`config.mk`:
```
export PLATFORM = sky130hd
export DESIGN_NAME = alu_arb_flat
export DESIGN_NICKNAME = d
export VERILOG_FILES = /design/src/rtl/alu_arb_if.sv /design/src/rtl/alu_arb.sv /design/src/flat_wrapper.sv
export SDC_FILE = /design/constraint.sdc
export NUM_CORES = 1
export LEC_CHECK = 0
export ABC_AREA = 1
export BUFFER_PORTS_ARGS = -buffer_cell sky130_fd_sc_hd__buf_2
export CORE_MARGIN = 2
export CORE_UTILIZATION = 48
export DETAILED_ROUTE_END_ITERATION = 12
export HOLD_SLACK_MARGIN = 0.1
export PLACE_DENSITY = 0.86
export SLEW_MARGIN = 40
export SYNTH_ARGS = -nofsm -noshare
export SYNTH_HDL_FRONTEND = slang
export SYNTH_SLANG_ARGS = --single-unit
```
`constraint.sdc`:
```
create_clock -name clk -period 1.5 [get_ports clk]
set_input_delay 0.15 -clock clk [delete_from_list [all_inputs] [get_ports clk]]
set_output_delay 0.15 -clock clk [all_outputs]
set_load 0.005 [all_outputs]
```
`src/rtl/alu_arb_if.sv`:
```
// Signal bundle between two requesters, the arbiter and the shared combinational ALU.
// The slave side is the arbiter; the master side is everything around it.
interface alu_arb_if;
  logic        req_valid_0, req_valid_1;
  logic        req_ready_0, req_ready_1;
  logic [2:0]  req_op_0, req_op_1;
  logic [17:0] req_s1_0, req_s2_0;
  logic [17:0] req_s1_1, req_s2_1;
  logic        flags_clr_0, flags_clr_1;
  logic        rsp_valid_0, rsp_valid_1;
  logic [17:0] rsp_res_0, rsp_res_1;
  logic [3:0]  rsp_flags_0, rsp_flags_1;
  logic [2:0]  alu_op;
  logic [17:0] alu_s1, alu_s2;
  logic [3:0]  alu_flags;
  logic [17:0] alu_res;
  logic [3:0]  alu_new_flags;

  modport slave (
    input  req_valid_0, req_valid_1, req_op_0, req_op_1,
    input  req_s1_0, req_s2_0, req_s1_1, req_s2_1,
    input  flags_clr_0, flags_clr_1,
    input  alu_res, alu_new_flags,
    output req_ready_0, req_ready_1,
    output rsp_valid_0, rsp_valid_1, rsp_res_0, rsp_res_1, rsp_flags_0, rsp_flags_1,
    output alu_op, alu_s1, alu_s2, alu_flags
  );

  modport master (
    output req_valid_0, req_valid_1, req_op_0, req_op_1,
    output req_s1_0, req_s2_0, req_s1_1, req_s2_1,
    output flags_clr_0, flags_clr_1,
    output alu_res, alu_new_flags,
    input  req_ready_0, req_ready_1,
    input  rsp_valid_0, rsp_valid_1, rsp_res_0, rsp_res_1, rsp_flags_0, rsp_flags_1,
    input  alu_op, alu_s1, alu_s2, alu_flags
  );
endinterface

```
`src/rtl/alu_arb.sv`:
```
// Round-robin arbiter sharing one combinational ALU between two requesters.
// Accept -> issue register drives the ALU -> response register; per-requester flags.
module alu_arb #(
  parameter int unsigned RR_INIT = 0
) (
  input  logic     clk,
  input  logic     rst_n,
  alu_arb_if.slave bus
);
  localparam logic PTR_RST = (RR_INIT != 0);

  logic [1:0]  valid_w;
  logic [1:0]  clr_w;
  logic [1:0]  ready_w;
  logic [2:0]  op_w [2];
  logic [17:0] s1_w [2];
  logic [17:0] s2_w [2];

  assign valid_w = {bus.req_valid_1, bus.req_valid_0};
  assign clr_w   = {bus.flags_clr_1, bus.flags_clr_0};
  assign op_w[0] = bus.req_op_0;
  assign op_w[1] = bus.req_op_1;
  assign s1_w[0] = bus.req_s1_0;
  assign s1_w[1] = bus.req_s1_1;
  assign s2_w[0] = bus.req_s2_0;
  assign s2_w[1] = bus.req_s2_1;

  logic ptr_q, ptr_d;
  logic gnt_w, gnt_id_w;

  // ptr_q names the requester that wins when both are valid.
  always_comb begin
    ready_w = 2'b00;
    if (rst_n) begin
      if (valid_w[0] && (!valid_w[1] || !ptr_q)) begin
        ready_w[0] = 1'b1;
      end else if (valid_w[1]) begin
        ready_w[1] = 1'b1;
      end
    end
  end

  assign gnt_w    = |ready_w;
  assign gnt_id_w = ready_w[1];
  assign ptr_d    = gnt_w ? ~gnt_id_w : ptr_q;

  assign bus.req_ready_0 = ready_w[0];
  assign bus.req_ready_1 = ready_w[1];

  logic        iss_valid_q, iss_valid_d;
  logic        iss_id_q, iss_id_d;
  logic [2:0]  iss_op_q, iss_op_d;
  logic [17:0] iss_s1_q, iss_s1_d;
  logic [17:0] iss_s2_q, iss_s2_d;

  always_comb begin
    iss_valid_d = gnt_w;
    iss_id_d    = iss_id_q;
    iss_op_d    = iss_op_q;
    iss_s1_d    = iss_s1_q;
    iss_s2_d    = iss_s2_q;
    if (gnt_w) begin
      iss_id_d = gnt_id_w;
      iss_op_d = op_w[gnt_id_w];
      iss_s1_d = s1_w[gnt_id_w];
      iss_s2_d = s2_w[gnt_id_w];
    end
  end

  always_ff @(posedge clk) begin
    if (!rst_n) begin
      ptr_q       <= PTR_RST;
      iss_valid_q <= 1'b0;
      iss_id_q    <= 1'b0;
      iss_op_q    <= '0;
      iss_s1_q    <= '0;
      iss_s2_q    <= '0;
    end else begin
      ptr_q       <= ptr_d;
      iss_valid_q <= iss_valid_d;
      iss_id_q    <= iss_id_d;
      iss_op_q    <= iss_op_d;
      iss_s1_q    <= iss_s1_d;
      iss_s2_q    <= iss_s2_d;
    end
  end

  logic [1:0][3:0]  flags_q;
  logic [1:0]       rsp_valid_q;
  logic [1:0][17:0] rsp_res_q;
  logic [1:0][3:0]  rsp_flags_q;

  // The ALU bus is idle-zero so an unissued cycle never looks like an op.
  always_comb begin
    bus.alu_op    = '0;
    bus.alu_s1    = '0;
    bus.alu_s2    = '0;
    bus.alu_flags = '0;
    if (iss_valid_q) begin
      bus.alu_op    = iss_op_q;
      bus.alu_s1    = iss_s1_q;
      bus.alu_s2    = iss_s2_q;
      bus.alu_flags = flags_q[iss_id_q];
    end
  end

  for (genvar gi = 0; gi < 2; gi++) begin : g_req
    logic own_w;
    assign own_w = iss_valid_q && (iss_id_q == 1'(gi));

    // Writing the flags at the end of the issue cycle lets the very next op
    // from the same requester read them; a same-edge clear overrides the write.
    always_ff @(posedge clk) begin
      if (!rst_n) begin
        flags_q[gi]     <= '0;
        rsp_valid_q[gi] <= 1'b0;
        rsp_res_q[gi]   <= '0;
        rsp_flags_q[gi] <= '0;
      end else begin
        rsp_valid_q[gi] <= own_w;
        if (own_w) begin
          rsp_res_q[gi]   <= bus.alu_res;
          rsp_flags_q[gi] <= bus.alu_new_flags;
        end
        if (clr_w[gi]) begin
          flags_q[gi] <= '0;
        end else if (own_w) begin
          flags_q[gi] <= bus.alu_new_flags;
        end
      end
    end
  end

  assign bus.rsp_valid_0 = rsp_valid_q[0];
  assign bus.rsp_valid_1 = rsp_valid_q[1];
  assign bus.rsp_res_0   = rsp_res_q[0];
  assign bus.rsp_res_1   = rsp_res_q[1];
  assign bus.rsp_flags_0 = rsp_flags_q[0];
  assign bus.rsp_flags_1 = rsp_flags_q[1];
endmodule

```
`src/flat_wrapper.sv`:
```
// flat-port wrapper written by rule: the top's interface ports become plain ports
module alu_arb_flat 
#(
  parameter int unsigned RR_INIT = 0
)
  (clk, rst_n, bus_req_valid_0, bus_req_valid_1, bus_req_op_0, bus_req_op_1, bus_req_s1_0, bus_req_s2_0, bus_req_s1_1, bus_req_s2_1, bus_flags_clr_0, bus_flags_clr_1, bus_alu_res, bus_alu_new_flags, bus_req_ready_0, bus_req_ready_1, bus_rsp_valid_0, bus_rsp_valid_1, bus_rsp_res_0, bus_rsp_res_1, bus_rsp_flags_0, bus_rsp_flags_1, bus_alu_op, bus_alu_s1, bus_alu_s2, bus_alu_flags);
  alu_arb_if bus_i ();
  input  logic clk;
  input  logic rst_n;
  input wire logic [$bits(bus_i.req_valid_0)-1:0] bus_req_valid_0;
  input wire logic [$bits(bus_i.req_valid_1)-1:0] bus_req_valid_1;
  input wire logic [$bits(bus_i.req_op_0)-1:0] bus_req_op_0;
  input wire logic [$bits(bus_i.req_op_1)-1:0] bus_req_op_1;
  input wire logic [$bits(bus_i.req_s1_0)-1:0] bus_req_s1_0;
  input wire logic [$bits(bus_i.req_s2_0)-1:0] bus_req_s2_0;
  input wire logic [$bits(bus_i.req_s1_1)-1:0] bus_req_s1_1;
  input wire logic [$bits(bus_i.req_s2_1)-1:0] bus_req_s2_1;
  input wire logic [$bits(bus_i.flags_clr_0)-1:0] bus_flags_clr_0;
  input wire logic [$bits(bus_i.flags_clr_1)-1:0] bus_flags_clr_1;
  input wire logic [$bits(bus_i.alu_res)-1:0] bus_alu_res;
  input wire logic [$bits(bus_i.alu_new_flags)-1:0] bus_alu_new_flags;
  output wire logic [$bits(bus_i.req_ready_0)-1:0] bus_req_ready_0;
  output wire logic [$bits(bus_i.req_ready_1)-1:0] bus_req_ready_1;
  output wire logic [$bits(bus_i.rsp_valid_0)-1:0] bus_rsp_valid_0;
  output wire logic [$bits(bus_i.rsp_valid_1)-1:0] bus_rsp_valid_1;
  output wire logic [$bits(bus_i.rsp_res_0)-1:0] bus_rsp_res_0;
  output wire logic [$bits(bus_i.rsp_res_1)-1:0] bus_rsp_res_1;
  output wire logic [$bits(bus_i.rsp_flags_0)-1:0] bus_rsp_flags_0;
  output wire logic [$bits(bus_i.rsp_flags_1)-1:0] bus_rsp_flags_1;
  output wire logic [$bits(bus_i.alu_op)-1:0] bus_alu_op;
  output wire logic [$bits(bus_i.alu_s1)-1:0] bus_alu_s1;
  output wire logic [$bits(bus_i.alu_s2)-1:0] bus_alu_s2;
  output wire logic [$bits(bus_i.alu_flags)-1:0] bus_alu_flags;
  assign bus_i.req_valid_0 = bus_req_valid_0;
  assign bus_i.req_valid_1 = bus_req_valid_1;
  assign bus_i.req_op_0 = bus_req_op_0;
  assign bus_i.req_op_1 = bus_req_op_1;
  assign bus_i.req_s1_0 = bus_req_s1_0;
  assign bus_i.req_s2_0 = bus_req_s2_0;
  assign bus_i.req_s1_1 = bus_req_s1_1;
  assign bus_i.req_s2_1 = bus_req_s2_1;
  assign bus_i.flags_clr_0 = bus_flags_clr_0;
  assign bus_i.flags_clr_1 = bus_flags_clr_1;
  assign bus_i.alu_res = bus_alu_res;
  assign bus_i.alu_new_flags = bus_alu_new_flags;
  assign bus_req_ready_0 = bus_i.req_ready_0;
  assign bus_req_ready_1 = bus_i.req_ready_1;
  assign bus_rsp_valid_0 = bus_i.rsp_valid_0;
  assign bus_rsp_valid_1 = bus_i.rsp_valid_1;
  assign bus_rsp_res_0 = bus_i.rsp_res_0;
  assign bus_rsp_res_1 = bus_i.rsp_res_1;
  assign bus_rsp_flags_0 = bus_i.rsp_flags_0;
  assign bus_rsp_flags_1 = bus_i.rsp_flags_1;
  assign bus_alu_op = bus_i.alu_op;
  assign bus_alu_s1 = bus_i.alu_s1;
  assign bus_alu_s2 = bus_i.alu_s2;
  assign bus_alu_flags = bus_i.alu_flags;
  alu_arb #(.RR_INIT(RR_INIT)) u_core (.clk(clk), .rst_n(rst_n), .bus(bus_i));
endmodule
```
==> results_dict.tcl, run 1 <==
set metrics [dict create \
    switching_share 0.262 \
    gp_congestion 0.867 \
    max_freq_ghz 0.713 \
    hp-start "bus_req_op_1[1]" \
    area.growth.synth_to_final_pct 38.7 \
    holdPathEnd "u_core.iss_op_q[1]$_SDFFE_PN0P_" \
    slowest_delay_ps 380 \
    first_global_vias 4678 \
    io_pins 197 \
    clkPwrFrac 0.350 \
    power_density_mw_per_mm2 983 \
    comb_power_share 0.198 \
    utilization 0.686 \
    die_h_um 102 \
    finalSetupViolCount 0 \
    clk_pin_slew_worst_paths_ps 100 \
    min_path_type "in -> reg" \
    syn_nets 778 \
    critPathLaunchType "flip-flop" \
    ys_seq_area_frac 0.421 \
    r2r-start "u_core.ptr_q$_SDFFE_PN0P_" \
    end_kind "output port" \
    worstMarginPinSlew_ps 463 \
    syn_area_per_cell_um2 6.80 \
    dp.cells 964 \
    hold-worst-slack_ps 123 \
    overflow 0 \
    layout_commonest_cell "buf_2" \
    wire_per_inst_um 13.5 \
    drcViolationCount 0 \
    drtIter0Drc 210 \
    finalPower_mw 6.23 \
    vias 5025 \
    initial_core_util 0.494 \
    slew_violations 0 \
    wl_met1_um 5820 \
    syn-cell-area_mm2 0.00457 \
    cap_violations 0 \
    reg2regPathDepth 8 \
    antenna_found_initial 1 \
    rsz0062_at_grt "false" \
    fill_cells 772 \
    power_leakage_nw 3.42 \
    root_buffer "clkbuf_8" \
    path_cells "inv_2, nor2_4, a22o_1, buf_2" \
    io_buffers 196 \
    dpl.hpwl_um 8340 \
    detail-route-antenna-nets 0 \
    timing.rr.end "u_core.iss_s1_q[12]$_SDFFE_PN0P_" \
    dr_wl_met3_um 1060 \
    drt-total-wl_um 13600 \
    setup_tns_ps 0 \
    hold_violations 0 \
    cp_data_arrival_time_ps 1250 \
    slew_headroom 0.691 \
    seq_area_mm2 0.00193 \
    finalCriticalPeriod_ps 1400 \
    clockBufferDepth 2 \
    worstPathRequired_ps 1350 \
    p_int_mw 4.60 \
    multi_input_area_mm2 0.00226 \
    power_frac_seq 0.452 \
    final_cell_mix "buf_2 (196), nor2_1 (154), nand2_1 (144), dfxtp_1 (93), inv_1 (42)" \
    std_cell_rows 35 \
    finClkSkew_ps 11.8 \
    worstSkewPairLatency_ps 350 \
    whs_path_depth 5 \
    cts_tree "yes" \
    htreeDepth 3 \
    synth_cell_type_count 19 \
    p_sw_mw 1.63 \
    grt_usage 0.258 \
    cts_buffers 9 \
    synthCells 672 \
    cts.sinks 96 \
    vias_per_cell 4.97 \
    worstSetupPathType "reg -> out" \
    max-vdd-ir-drop_mv 0.542 \
    r2r_slack_ps 160 \
    drive_gt1_frac 0.283 \
    status "complete, no violations" \
    dr_wl_met2_um 6480 \
    fp.dieW_um 102 \
    core_area_mm2 0.00924 \
    grt_max_degree 64 \
    dr.pass1.iters 4 \
    fin_nets 984 \
    synth_warnings 0 \
    fin_crit_sh 0.936 \
    dieArea_mm2 0.0103 \
    final_cells 1011 \
    cp_slowest_cell "dfxtp_2" \
    worstPathMaxFanout 9 \
    grt_pass1_wl_um 21500 \
    top_layer "met5" \
    n_antenna_cell 0 \
    ys_seq_elements 96 \
]
[state kept, by name, indices dropped and copies added, names as in the netlist]
name and flops:
u_core.bus.rsp_res_0 18, u_core.bus.rsp_res_1 18, u_core.iss_s1_q 18, u_core.iss_s2_q 18
u_core.flags_q 8, u_core.bus.rsp_flags_0 4, u_core.bus.rsp_flags_1 4, u_core.iss_op_q 3
u_core.bus.rsp_valid_0 1, u_core.bus.rsp_valid_1 1, u_core.iss_id_q 1, u_core.iss_valid_q 1
u_core.ptr_q 1
[power by group through the flow]
stage | clock [mW] | combinational, mW | sequential [mW]
floorplan | 0 | 0.649 | 2.86
global route | 2.31 | 1.38 | 2.84
global placement | 0 | 1.07 | 2.86
CTS | 2.23 | 1.20 | 2.81
finish | 2.18 | 1.23 | 2.82
detailed placement | 0 | 1.09 | 2.87
[cells in the mapped netlist (all sizes together)]
library cell,number,area share
a21boi,39,0.064
a21oi,17,0.019
a22o,4,0.0077
buf,23,0.027
clkbuf,27,0.022
dfxtp,96,0.42
inv,46,0.038
nand2,147,0.12
nand3,40,0.044
nand3b,39,0.064
nor2,155,0.13
o21ai,37,0.041
or2,2,0.0027
[layer usage]
| layer | global-route usage | vias up |
|---|---|---|
| li1 | - | 2526 |
| met1 | 0.319 | 2259 |
| met2 | 0.439 | 213 |
| met3 | 0.0628 | 25 |
| met4 | 0.0894 | 2 |
| met5 | 0 | - |
[logic make-up (layout without fill, tap and decap cells)]
kind of cell	after synthesis	in the layout	synth area share
buffers and inverters	96	306	0.0874
AOI/OAI and AO/OA	97	97	0.131
DFF	96	96	0.421
and+or+nand+nor	383	383	0.361
[critical path: cells and delay by family, from the launching register on]
family	cells	cell delay [ps]
buffers and inverters	2	160
and+or+nand+nor	1	200
AOI/OAI and AO/OA	1	170
DFF	1	380
[layout make-up]
cell class,instances,share of cell area
Tap cell,129,0.0255
Clock buffer,9,0.0195
Clock inverter,6,0.0217
Timing Repair Buffer,245,0.246
Inverter,46,0.0272
Sequential cell,96,0.304
Multi-Input combinational cell,480,0.356
[through the flow]
step / setup WS (ps) / instance area, µm²
5_1_grt: 15.3 / 6340
6_report: 96.5 / 6340
3_5_place_dp: 235 / 5680
2_1_floorplan: 329 / 4570
4_1_cts: 11.7 / 6290
3_3_place_gp: 271 / 5680
[how the worst max path moves through the flow]
stage | startpoint | end | slack [ps]
CTS | u_core.ptr_q$_SDFFE_PN0P_ | bus_req_ready_1 | 10
finish | u_core.iss_valid_q$_SDFF_PN0_ | bus_alu_flags[1] | 100
global placement | u_core.ptr_q$_SDFFE_PN0P_ | u_core.iss_s1_q[14]$_SDFFE_PN0P_ | 270
floorplan | u_core.iss_valid_q$_SDFF_PN0_ | bus_alu_flags[0] | 330
detailed placement | u_core.ptr_q$_SDFFE_PN0P_ | u_core.iss_s1_q[14]$_SDFFE_PN0P_ | 230
global route | u_core.ptr_q$_SDFFE_PN0P_ | bus_req_ready_1 | 20
[timing repair]
| item | in CTS | in global routing |
|---|---|---|
| gates cloned | 3 | 1 |
| gates resized for setup | 0 | 5 |
| setup buffers | 1 | 3 |
| pin swaps | 1 | 2 |
| hold buffers | 24 | 0 |
| endpoints found under the setup margin | 1 | 40 |
| hold endpoints to repair | 48 | 0 |
(Power assumes the default switching activity.)
==> inputs of run 2 (changes only) <==
--- a/config.mk
+++ b/config.mk
@@ -5,10 +5,9 @@
 export SDC_FILE = /design/constraint.sdc
 export NUM_CORES = 1
 export LEC_CHECK = 0
-export ABC_AREA = 1
 export BUFFER_PORTS_ARGS = -buffer_cell sky130_fd_sc_hd__buf_2
 export CORE_MARGIN = 2
-export CORE_UTILIZATION = 48
+export CORE_UTILIZATION = 49
 export DETAILED_ROUTE_END_ITERATION = 12
 export HOLD_SLACK_MARGIN = 0.1
 export PLACE_DENSITY = 0.86
==> results_dict.tcl, run 2 <==
set metrics [dict create \
    worstSetupEndpoint "u_core.iss_s1_q[8]$_SDFFE_PN0P_" \
    clk_pin_slew_worst_paths_ps 100 \
    synthFlopType "dfxtp_1" \
    initial_core_util 0.505 \
    antenna_found_initial 0 \
    clockBufferDepth 2 \
    power_leakage_nw 2.99 \
    min_path_type "in -> reg" \
    path_buf_inv 1 \
    rsz0062_at_grt "false" \
    vias_per_cell 5.39 \
    fp.dieW_um 105 \
    dr_wl_met3_um 1290 \
    core_area_mm2 0.00982 \
    slew_violations 0 \
    overflow 0 \
    cp_data_arrival_time_ps 1730 \
    timing.rr.end "u_core.iss_s1_q[8]$_SDFFE_PN0P_" \
    clkPwrFrac 0.300 \
    max-vdd-ir-drop_mv 0.523 \
    grt_usage 0.273 \
    hold-worst-slack_ps 105 \
    dr.pass1.iters 5 \
    wire_per_inst_um 17.0 \
    htreeDepth 3 \
    ys_seq_area_frac 0.388 \
    r2r-start "u_core.ptr_q$_SDFFE_PN0P_" \
    die_h_um 105 \
    root_buffer "clkbuf_8" \
    dieArea_mm2 0.0109 \
    drcViolationCount 0 \
    async_flop_share 0 \
    n_antenna_cell 0 \
    syn-cell-area_mm2 0.00496 \
    comb_power_share 0.211 \
    max_freq_ghz 0.682 \
    first_global_vias 5054 \
    r2r_slack_ps 30 \
    finalCriticalPeriod_ps 1470 \
    finalSetupViolCount 0 \
    gp_congestion 0.789 \
    ys_top_cells_by_area "dfxtp_1 (39%), o311ai_4 (21%), nand2_1 (13%), a21boi_1 (6.8%), and2_1 (5.2%)" \
    syn_nets 620 \
    dpl.hpwl_um 9430 \
    top_layer "met4" \
    area.growth.synth_to_final_pct 37.2 \
    cts_tree "yes" \
    yosysMostFrequentCell "nand2_1" \
    layout_commonest_cell "buf_2" \
    cp.depth 4 \
    slowest_delay_ps 410 \
    fin_crit_sh 0.978 \
    drive_gt1_frac 0.363 \
    timing.final.ws_setup_ps 32.7 \
    path_cells "nand2b_1, buf_4, nand3_1, o311ai_4" \
    status "complete, no violations" \
    cts_buffers 9 \
    finClkSkew_ps 9.54 \
    cp-startpoint "u_core.ptr_q$_SDFFE_PN0P_" \
    synth_top_cell_by_area "dfxtp_1" \
    dr_wl_met2_um 7750 \
    drt-total-wl_um 15100 \
    worstMarginPinSlew_ps 498 \
    io_buffers 196 \
    power_frac_seq 0.490 \
    cts.sinks 96 \
    critPathLaunchType "flip-flop" \
    p_sw_mw 1.58 \
    fin_nets 859 \
    hold_violations 0 \
    placed_area_mm2 0.00595 \
    yosysTopAreaCellShare 0.388 \
    syn_area_per_cell_um2 9.65 \
    power_density_mw_per_mm2 840 \
    drtIter0Drc 337 \
    slew_headroom 0.668 \
    p_int_mw 4.14 \
    synthCells 514 \
    std_cell_rows 36 \
    cp_slowest_cell "buf_4" \
    io_pins 197 \
    utilization 0.693 \
    grt_max_degree 50 \
    detail-route-antenna-nets 0 \
    worstSkewPairLatency_ps 350 \
    worstPathMaxFanout 41 \
    worstSetupPathType "reg -> reg" \
    switching_share 0.276 \
    worst_path_dominant_cell_family "simple AND/OR/NAND/NOR gates" \
    wl_met1_um 5470 \
    end_kind "flip-flop" \
    synth_cell_type_count 23 \
    setup_tns_ps 0 \
    post-place-ws_ps 149 \
    grt_pass1_wl_um 24000 \
    synth_edf_count 0 \
    synth_warnings 0 \
    cap_violations 0 \
    ys_seq_elements 96 \
    vias 4802 \
    reg2regPathDepth 4 \
    worstPathRequired_ps 1770 \
    final_cell_mix "buf_2 (196), nand2_1 (176), dfxtp_1 (94), dlygate4sd3_1 (60), a21boi_1 (45)" \
    design_area_mm2 0.00680 \
    yosys-top-cells-count "nand2_1 (176), dfxtp_1 (96), a21boi_1 (45), and2_1 (41)" \
]
run 2: cell count changes after synthesis, moves of 37 or more:
cell	before	now
nand3b_1	39	0
a21boi_1	0	45
a21boi_0	39	0
o311ai_4	0	39
and2_1	0	41
nor2_1	154	1
o21ai_0	37	0
inv_1	42	0
run 2: layer usage:
layer,vias to the layer above,GRT usage
met5,-,0
met4,0,0.149
met3,56,0.0655
met2,297,0.505
met1,2238,0.282
li1,2211,-
run 2: metrics by stage:
step,power (mW),cells
finish,5.71,891
global route,5.95,891
CTS,5.72,892
detailed placement,3.89,814
global placement,3.84,814
floorplan,3.52,514
run 2: power groups by stage:
stage | logic, mW | clock network (mW) | registers (mW)
after floorplan | 0.686 | 0 | 2.83
after global placement | 1.01 | 0 | 2.83
after detailed placement | 1.04 | 0 | 2.85
after CTS | 1.18 | 1.75 | 2.79
after global routing | 1.28 | 1.85 | 2.81
final | 1.20 | 1.71 | 2.80
run 2: layout make-up:
type,instances,area (µm²)
clock buffers,11,141
clock inverters,5,56.3
fillers,730,3020
multi-input cells,372,2700
flip-flops and latches,96,1930
well taps,133,166
repair buffers,274,1810
run 2: worst min-delay path by stage:
| stage | slack [ps] | depth (start not counted) | end | startpoint |
|---|---|---|---|---|
| 6_report | 110 | 3 | u_core.iss_s2_q[15]$_SDFFE_PN0P_ | bus_req_s2_1[15] |
| 5_1_grt | 100 | 3 | u_core.iss_s2_q[4]$_SDFFE_PN0P_ | bus_req_s2_0[4] |
| 4_1_cts | 100 | 3 | u_core.iss_op_q[1]$_SDFFE_PN0P_ | bus_req_op_0[1] |
| 3_5_place_dp | 410 | 3 | u_core.bus.rsp_res_0[13]$_SDFFE_PN0P_ | bus_alu_res[13] |
| 3_3_place_gp | 400 | 3 | u_core.bus.rsp_res_0[10]$_SDFFE_PN0P_ | bus_alu_res[10] |
| 2_1_floorplan | 280 | 2 | u_core.bus.rsp_res_0[0]$_SDFFE_PN0P_ | bus_alu_res[0] |
run 2: cell families (layout without fill, tap and decap cells):
kind of cell	count (synthesis)	in the layout	share of synthesized area
AND/OR/NAND/NOR	274	274	0.249
flip-flops	96	96	0.388
AO/OA/AOI/OAI	94	94	0.285
buffers and inverters	46	290	0.0701
multiplexers	4	4	0.00808
run 2: what timing repair did:
action | 4_1_cts | 5_1_grt
resized for setup | 3 | 4
hold endpoints to repair | 82 | 0
setup buffers | 1 | 0
endpoints found under the setup margin | 6 | 33
gates cloned | 1 | 0
hold buffers | 60 | 0
run 2: worst min-delay path, delay by kind of cell:
family	cells	cell delay [ps]
AO/OA/AOI/OAI	1	100
AND/OR/NAND/NOR	1	100
buffers and inverters	1	90
==> inputs of run 3 (changes only) <==
==> constraint.sdc (replaced) <==
create_clock -name clk -period 1.5 [get_ports clk]
set_input_delay 0.15 -clock clk [delete_from_list [all_inputs] [get_ports clk]]
set_output_delay 0.15 -clock clk [all_outputs]
set_load 0.02 [all_outputs]
==> results_dict.tcl, run 3 (synthesis results as in run 2) <==
set metrics [dict create \
    status "complete, no violations" \
    overflow 0 \
    slew_violations 0 \
    timing.final.ws_setup_ps 36.5 \
    dr_wl_met3_um 1210 \
    n_antenna_cell 0 \
    slew_headroom 0.697 \
    area.growth.synth_to_final_pct 39.3 \
    finClkSkew_ps 10.5 \
    power_leakage_nw 3.03 \
    root_buffer "clkbuf_8" \
    max_freq_ghz 0.683 \
    post-place-ws_ps 71.9 \
    dp.cells 815 \
    power_frac_seq 0.468 \
    finalSetupViolCount 0 \
    r2r-start "u_core.ptr_q$_SDFFE_PN0P_" \
    worstSetupEndpoint "u_core.iss_s1_q[12]$_SDFFE_PN0P_" \
    fin_nets 867 \
    finalPower_mw 5.98 \
    detail-route-antenna-nets 0 \
    comb_power_share 0.226 \
    cts_buffers 9 \
    io_buffers 196 \
    gp_congestion 0.778 \
    io_pins 197 \
    worstMarginPinSlew_ps 454 \
    final_cells 899 \
    die_h_um 105 \
    p_sw_mw 1.69 \
    layout_commonest_cell "buf_2" \
    drtIter0Drc 287 \
    grt_max_degree 93 \
    fp.dieW_um 105 \
    wl_met1_um 5690 \
    dieArea_mm2 0.0109 \
    drt-total-wl_um 14900 \
    initial_core_util 0.505 \
    dr_wl_met2_um 7600 \
    cap_violations 0 \
    cts_tree "yes" \
    reg2regPathDepth 5 \
    worstSkewPairLatency_ps 360 \
    p_int_mw 4.28 \
    htreeDepth 3 \
    top_layer "met4" \
    core_area_mm2 0.00982 \
    power_density_mw_per_mm2 866 \
    rsz0062_at_grt "false" \
    drive_gt1_frac 0.360 \
    antenna_found_initial 0 \
    cp_data_arrival_time_ps 1720 \
    hold_violations 0 \
    max-vdd-ir-drop_mv 0.388 \
    hp-start "bus_req_s1_1[0]" \
    fin_crit_sh 0.976 \
    clkPwrFrac 0.306 \
    cp-startpoint "u_core.ptr_q$_SDFFE_PN0P_" \
    wire_per_inst_um 16.5 \
    worstPathRequired_ps 1760 \
    dpl.hpwl_um 9130 \
    worstSetupPathType "reg -> reg" \
    finalCriticalPeriod_ps 1460 \
    std_cell_rows 36 \
    min_path_type "in -> reg" \
    timing.rr.end "u_core.iss_s1_q[12]$_SDFFE_PN0P_" \
    grt_pass1_wl_um 23500 \
    cts.sinks 96 \
    end_kind "flip-flop" \
    grt_usage 0.265 \
    first_global_vias 4973 \
    critPathLaunchType "flip-flop" \
    final_cell_mix "buf_2 (194), nand2_1 (176), dfxtp_1 (94), dlygate4sd3_1 (66), a21boi_1 (45)" \
    clockBufferDepth 2 \
    vias 4777 \
    dr.pass1.iters 7 \
    setup_tns_ps 0 \
    switching_share 0.283 \
    clk_pin_slew_worst_paths_ps 90 \
    vias_per_cell 5.31 \
    worstPathMaxFanout 10 \
    drcViolationCount 0 \
    r2r_slack_ps 40 \
]
-- run 3: final cells by class --
class                           count  area (µm²)
Fill cell                         710        2910
Multi-Input combinational cell    372        2700
Sequential cell                    96        1930
Timing Repair Buffer              282        1900
Tap cell                          133         166
Clock buffer                       11         131
Clock inverter                      5        78.8
-- run 3: layer usage --
layer | GRT usage | vias up
met5 | 0 | -
met4 | 0.102 | 0
met3 | 0.0680 | 35
met2 | 0.488 | 243
met1 | 0.291 | 2269
li1 | - | 2230
-- run 3: worst max-delay path: stages (launching register included) --
cell      delay (ps)
dfxtp_1          330
nand2b_1         160
and2_4           180
buf_6            180
buf_12           180
o311ai_4         330
-- run 3: worst min path at each step --
| stage | cells after the start | slack [ps] | end |
|---|---|---|---|
| after floorplan | 2 | 280 | u_core.bus.rsp_res_0[10]$_SDFFE_PN0P_ |
| after global placement | 3 | 400 | u_core.bus.rsp_res_1[8]$_SDFFE_PN0P_ |
| after detailed placement | 3 | 410 | u_core.bus.rsp_res_1[10]$_SDFFE_PN0P_ |
| after CTS | 3 | 100 | u_core.iss_s2_q[4]$_SDFFE_PN0P_ |
| after global routing | 3 | 100 | u_core.iss_op_q[0]$_SDFFE_PN0P_ |
| final | 3 | 110 | u_core.iss_s1_q[0]$_SDFFE_PN0P_ |
-- run 3: what timing repair did --
action | CTS | global route
setup buffers | 3 | 0
pin swaps | 1 | 0
resized for setup | 7 | 2
endpoints found under the hold margin | 83 | 1
setup endpoints to repair | 44 | 5
hold buffers | 65 | 1
-- run 3: metrics by stage --
step,util,cell area (µm²),hold WS [ps]
after global routing,0.703,6910,97.5
after CTS,0.702,6900,101
final,0.703,6910,106
after detailed placement,0.610,5990,409
after global placement,0.610,5990,402
after floorplan,-,4960,285
-- run 3: power groups by stage --
stage / clock (mW) / combinational [mW] / sequential [mW]
after global placement: 0 / 1.15 / 2.84
after CTS: 1.87 / 1.33 / 2.79
final: 1.83 / 1.35 / 2.80
after detailed placement: 0 / 1.18 / 2.85
after floorplan: 0 / 0.753 / 2.89
after global routing: 1.97 / 1.43 / 2.82
